[config.mk]
export PLATFORM = sky130hd
export DESIGN_NAME = dmem_wait_ctrl_flat
export DESIGN_NICKNAME = d
export VERILOG_FILES = /design/src/rtl/dmem_wait_ctrl_if.sv /design/src/rtl/dmem_wait_ctrl.sv /design/src/flat_wrapper.sv
export SDC_FILE = /design/constraint.sdc
export NUM_CORES = 2
export LEC_CHECK = 0
export ABC_AREA = 1
export BUFFER_PORTS_ARGS = -buffer_cell sky130_fd_sc_hd__buf_2
export CELL_PAD_IN_SITES_DETAIL_PLACEMENT = 1
export CELL_PAD_IN_SITES_GLOBAL_PLACEMENT = 2
export CORE_MARGIN = 2
export CORE_UTILIZATION = 30
export CTS_CLUSTER_SIZE = 25
export DETAILED_ROUTE_END_ITERATION = 6
export GPL_TIMING_DRIVEN = 0
export PLACE_DENSITY_LB_ADDON = 0.08
export SYNTH_ARGS = -nofsm -noshare
export SYNTH_HDL_FRONTEND = slang
export SYNTH_SLANG_ARGS = --single-unit
[constraint.sdc]
create_clock -name clk -period 3.5 [get_ports clk]
set_input_delay 0 -clock clk [delete_from_list [all_inputs] [get_ports clk]]
set_output_delay 0 -clock clk [all_outputs]
set_load 0.02 [all_outputs]
[src/rtl/dmem_wait_ctrl_if.sv]
// dmem_wait_ctrl_if: CPU-to-data-memory handshake bundle (master = CPU side, slave = memory controller)
interface dmem_wait_ctrl_if;
  logic        memread;
  logic        memwrite;
  logic [31:0] addr;
  logic [31:0] wdata;
  logic [31:0] readdata;
  logic        stall;
  logic        err;
  modport master (output memread, memwrite, addr, wdata, input readdata, stall, err);
  modport slave  (input memread, memwrite, addr, wdata, output readdata, stall, err);
endinterface

[src/rtl/dmem_wait_ctrl.sv]
// dmem_wait_ctrl: word-addressed RAM with LAT wait states, stalling the CPU until each access completes
// Ports: clk (rising edge), reset (async, active-high),
//   bus (slave): memread/memwrite/addr/wdata in; readdata (registered), stall (comb), err out.
// Optional: define DMEM_ALIGN_CHECK_EN to reject misaligned requests with a one-cycle err pulse.
module dmem_wait_ctrl #(
  parameter int DEPTH = 64,
  parameter int LAT = 2,
  localparam int AW = $clog2(DEPTH)
) (
  input logic clk,
  input logic reset,
  dmem_wait_ctrl_if.slave bus
);
  localparam logic [1:0] S_IDLE = 2'd0;
  localparam logic [1:0] S_BUSY = 2'd1;
  localparam logic [1:0] S_DONE = 2'd2;
  logic [31:0]   mem [DEPTH];
  logic [1:0]    state_q, state_d;
  logic [3:0]    cnt_q, cnt_d;
  logic [AW-1:0] idx_q, idx_d;
  logic [31:0]   wdata_q, wdata_d;
  logic [31:0]   rdata_q, rdata_d;
  logic          wr_q, wr_d;
  logic          req, mis, start, commit;
  logic          unused_addr;
  // upper bits wrap the address space; low bits only matter to the alignment check
  assign unused_addr = ^{bus.addr[31:AW+2], bus.addr[1:0]};
  assign req = bus.memread | bus.memwrite;
`ifdef DMEM_ALIGN_CHECK_EN
  logic err_q, err_d;
  assign mis = bus.addr[1:0] != 2'b00;
  // suppressed while err_q is high so a held bad request pulses every second cycle
  assign err_d = state_q == S_IDLE && req && mis && !err_q;
  always_ff @(posedge clk or posedge reset)
    if (reset) err_q <= 1'b0;
    else err_q <= err_d;
  assign bus.err = err_q;
`else
  assign mis = 1'b0;
  assign bus.err = 1'b0;
`endif
  assign start  = state_q == S_IDLE && req && !mis;
  // exit test precedes the decrement, so the counter never wraps
  assign commit = state_q == S_BUSY && cnt_q == 4'd0;
  assign bus.stall = start || state_q == S_BUSY;
  assign bus.readdata = rdata_q;
  always_comb begin
    state_d = start ? S_BUSY : commit ? S_DONE : state_q == S_DONE ? S_IDLE : state_q;
    cnt_d   = start ? 4'(LAT - 1) : (state_q == S_BUSY && !commit) ? cnt_q - 4'd1 : cnt_q;
    idx_d   = start ? bus.addr[AW+1:2] : idx_q;
    wdata_d = start ? bus.wdata : wdata_q;
    wr_d    = start ? bus.memwrite : wr_q;
    rdata_d = (commit && !wr_q) ? mem[idx_q] : rdata_q;
  end
  always_ff @(posedge clk or posedge reset)
    if (reset) begin
      state_q <= S_IDLE;
      cnt_q   <= 4'd0;
      idx_q   <= '0;
      wdata_q <= 32'h0;
      wr_q    <= 1'b0;
      rdata_q <= 32'h0;
    end else begin
      state_q <= state_d;
      cnt_q   <= cnt_d;
      idx_q   <= idx_d;
      wdata_q <= wdata_d;
      wr_q    <= wr_d;
      rdata_q <= rdata_d;
    end
  // RAM is never reset; reset forces IDLE asynchronously, which cancels any pending commit
  always_ff @(posedge clk)
    if (commit && wr_q) mem[idx_q] <= wdata_q;
endmodule

[src/flat_wrapper.sv]
// flat-port wrapper written by rule: the top's interface ports become plain ports
module dmem_wait_ctrl_flat 
#(
  parameter int DEPTH = 64,
  parameter int LAT = 2,
  localparam int AW = $clog2(DEPTH)
)
  (clk, reset, bus_memread, bus_memwrite, bus_addr, bus_wdata, bus_readdata, bus_stall, bus_err);
  dmem_wait_ctrl_if bus_i ();
  input logic clk;
  input logic reset;
  input wire logic [$bits(bus_i.memread)-1:0] bus_memread;
  input wire logic [$bits(bus_i.memwrite)-1:0] bus_memwrite;
  input wire logic [$bits(bus_i.addr)-1:0] bus_addr;
  input wire logic [$bits(bus_i.wdata)-1:0] bus_wdata;
  output wire logic [$bits(bus_i.readdata)-1:0] bus_readdata;
  output wire logic [$bits(bus_i.stall)-1:0] bus_stall;
  output wire logic [$bits(bus_i.err)-1:0] bus_err;
  assign bus_i.memread = bus_memread;
  assign bus_i.memwrite = bus_memwrite;
  assign bus_i.addr = bus_addr;
  assign bus_i.wdata = bus_wdata;
  assign bus_readdata = bus_i.readdata;
  assign bus_stall = bus_i.stall;
  assign bus_err = bus_i.err;
  dmem_wait_ctrl #(.DEPTH(DEPTH), .LAT(LAT)) u_core (.clk(clk), .reset(reset), .bus(bus_i));
endmodule
==> impl_metrics.yaml <==
synthesis:
  syn_nets: 8245
  synth_common_cells: "nand2_1, edfxtp_1, inv_1, nor2_1, nand3_1"
  yosys.cell_types.count: 26
  ys.flop_type: "edfxtp_1"
  yosysTopAreaCellShare: 0.691
  avgSynthCellArea_sq_um: 10.9
  synth.area.top_cells: "edfxtp_1, nand2_1, inv_1, nand3_1, nor2_1"
  synth_top_cell_by_area: "edfxtp_1"
  yosysMostFrequentCell: "nand2_1"
  yosys_warnings: 0
  synthArstFlopShare: 0.0362
  syn_area_sq_mm: 0.0891
  synthCells: 8176
  yosysSeqAreaShare: 0.712
  ys_ff_latch: 2125
  synth-edff-count: 2048
floorplan:
  die_area_sq_mm: 0.301
  core_area_sq_mm: 0.296
  die_w_microns: 549
  fp-row-count: 200
  ios: 102
  initial_utilization: 0.301
  dieHeight_microns: 549
placement:
  post-place-ws_ns: -1.77
  port-buffer-count: 74
  place_congestion: 0.822
  dp_hpwl_mm: 261
  dp_cells: 12300
clock_network:
  path_clk_slew_ns: 0.06
  cts_sinks: 2125
  insertion_delay_ns: 0.90
  cts_buffer_depth: 4
  cts_root_buffer: "clkbuf_16"
  cts_tree: "built"
  cts-buffers-inserted: 263
  cts.htree.levels: 5
setup_path:
  path_depth: 14
  critical-path-max-stage-delay_ns: 0.55
  r2r_cells: 14
  crit_top_cell: "nand2_1"
  crit_path_start_kind: "flip-flop"
  crit_required_ns: 4.27
  path_cells: "buf_4 > inv_2 > buf_12 > buf_8 > buf_2 > nand2_1 > nand3_1 > nand2_1 > o21ai_1 > nand2_1 > nor2_1 > nand3_1 > nand2_1 > inv_1"
  path_max_fanout: 10
  crit_slowest_cell: "o21ai_1"
  arrival_ns: 4.35
  critPathBufInv: 6
  path_class: "reg2reg"
  crit_family: "buffers and inverters"
  cp-end-kind: "flip-flop"
drt:
  postRouteAntennaNets: 0
  viasPerCell: 4.71
  drt_iter0_drc: 5028
  wire_per_inst_microns: 28.3
  wl_mm: 367
  via_count: 61000
  firstDrtPassIters: 5
  drc: 0
final_layout:
  drive_gt1_frac: 0.136
  syn2layout_area_growth_pct: 22.0
  fillers: 32100
  final_net_count: 8900
  layoutNonFillerInstCount: 13000
status:
  status: "complete, but fails checks"
  violations: "setup timing"
global_route:
  grt_pass1_wl_mm: 504
  grt_busiest_layer: "met2"
  grt_max_degree: 66
  grtUsageMet3: 0.0259
  antenna_found_initial: 42
  grt_pass1_vias: 62300
  grt_usage: 0.242
  grt_overflow: 0
  gr-usage-met1: 0.324
  grt_use_met2: 0.410
power_and_ir_drop:
  intPower_mw: 53.9
  p_comb_frac: 0.332
  seqPwrFrac: 0.380
  power.switching_mw: 37.0
  peakVddDrop_mv: 0.650
  power_density_mw_per_mm2: 836
  power_leakage_nw: 44.3
  power_switching_share: 0.407
  pwr-share-clk: 0.288
sta:
  setup_ws_ns: -0.0772
  rsz0062_at_grt: "yes"
  final-setup-viol-count: 3
  max_freq_mhz: 280
  maxSlewHeadroom: 0.193
  tightest_slew_ns: 1.21
  final-hold-violation-count: 0
  timing.final.crit_share: 1.02
  layout_min_cycle_time_ns: 3.58
  finClkSkew_ns: 0.0460
  drv_slew: 0
hold_path:
  hp-class: "in2reg"
  worstHoldPathCells: 4
job:
  maxCapViolCount: 0
==> what timing repair did <==
| item | in CTS | in global routing |
|---|---|---|
| resized for setup | 211 | 52 |
| hold buffers | 82 | 0 |
| endpoints found under the hold margin | 120 | 0 |
| pin swaps | 58 | 15 |
| setup endpoints to repair | 2080 | 321 |
| setup buffers | 83 | 28 |
==> flip-flops by register name, indices dropped and copies added, names as in the netlist <==
signal	flops
u_core.wr_q	1
u_core.mem	2048
u_core.idx_q	6
u_core.wdata_q	32
u_core.state_q	2
u_core.cnt_q	4
u_core.bus.readdata	32
==> cell usage in the layout (no fill, tap or decap), types with 13 or more instances in the layout <==
| cell | instances |
|---|---|
| buf_2 | 268 |
| o21ai_2 | 30 |
| o211ai_1 | 282 |
| buf_4 | 98 |
| buf_12 | 109 |
| nor2_2 | 13 |
| or2_0 | 15 |
| dlygate4sd3_1 | 82 |
| clkbuf_1 | 166 |
| dfrtp_1 | 45 |
| clkbuf_2 | 29 |
| nor2_4 | 82 |
| edfxtp_1 | 2048 |
| buf_1 | 16 |
| inv_1 | 1453 |
| clkinv_1 | 56 |
| clkinv_2 | 28 |
| clkbuf_16 | 274 |
| nand3_1 | 614 |
| o21ai_0 | 197 |
| buf_16 | 53 |
| dfrtp_4 | 27 |
| nand2_1 | 2205 |
| nor2_1 | 565 |
| or2_2 | 123 |
| o21ai_1 | 48 |
==> routing by layer <==
| metal | vias up | wire (microns) |
|---|---|---|
| li1 | 27900 | - |
| met2 | 1363 | 176000 |
| met4 | 0 | 12300 |
| met1 | 31300 | 162000 |
| met5 | - | 0 |
| met3 | 417 | 15800 |
==> worst reg2reg max path, delay by kind of cell, from the launching register on <==
family	cells	cell delay [ns]
AND/OR/NAND/NOR	7	1.12
buffers and inverters	6	1.45
flip-flops	1	0.36
AO/OA/AOI/OAI	1	0.55
==> area by class of cell <==
cell class              instances  area, sq um  share of cell area
flip-flops and latches       2125        63500               0.585
clock buffers                 350         7180              0.0661
plain buffers                 378         1930              0.0178
inverters                    1463         5500              0.0506
diodes                         10         25.0            0.000230
multi-input cells            4210        19400               0.178
repair buffers                390         5360              0.0493
well taps                    3939         4930              0.0454
clock inverters               110          841             0.00774
==> cells by family (layout without fill, tap and decap cells) <==
group / Yosys count / count (layout) / synth area share
AO/OA/AOI/OAI: 566 / 566 / 0.0398
adder cells (fa/ha/maj): 1 / 1 / 0.000140
buffers and inverters: 1841 / 2691 / 0.0812
flip-flops: 2125 / 2125 / 0.712
other: 1 / 11 / 0.0000421
AND/OR/NAND/NOR: 3642 / 3642 / 0.167
==> power by group through the flow <==
stage | clock network (mW) | registers (mW) | logic (mW)
6_report | 26.1 | 34.6 | 30.1
5_1_grt | 27.7 | 34.7 | 32.5
4_1_cts | 26.8 | 34.6 | 30.6
3_5_place_dp | 0 | 35.2 | 29.8
3_3_place_gp | 0 | 38.4 | 25.5
2_1_floorplan | 0 | 34.5 | 12.7
==> path summary, 6_finish.rpt <==
kind / from / end / slack (ns)
min in group asynchronous: reset / u_core.wdata_q[31] / 0.36
worst max register to register: u_core.idx_q[0] / u_core.bus.readdata[18] / -0.08
worst max-delay path: u_core.idx_q[0] / u_core.bus.readdata[18] / -0.08
max in group asynchronous: reset / u_core.bus.readdata[11] / 2.33
worst min register to register: u_core.cnt_q[3] / u_core.cnt_q[3] / 0.47
worst min-delay path: bus_memread / u_core.state_q[0] / 0.18
==> through the flow <==
| step | area [sq um] | power (mW) | TNS (ns) | utilization | hold slack (ns) |
|---|---|---|---|---|---|
| 5_1_grt | 109000 | 94.9 | -0.451 | 0.367 | 0.159 |
| 3_5_place_dp | 97800 | 65.0 | -2224.56 | 0.330 | 0.130 |
| 4_1_cts | 108000 | 92.1 | -13.26 | 0.366 | 0.0789 |
| 3_3_place_gp | 94400 | 63.9 | -7331.81 | 0.319 | 0.215 |
| 6_report | 109000 | 90.9 | -0.157 | 0.367 | 0.179 |
| 2_1_floorplan | 89100 | 47.2 | 0 | - | 0.117 |
(Power assumes the default switching activity.)
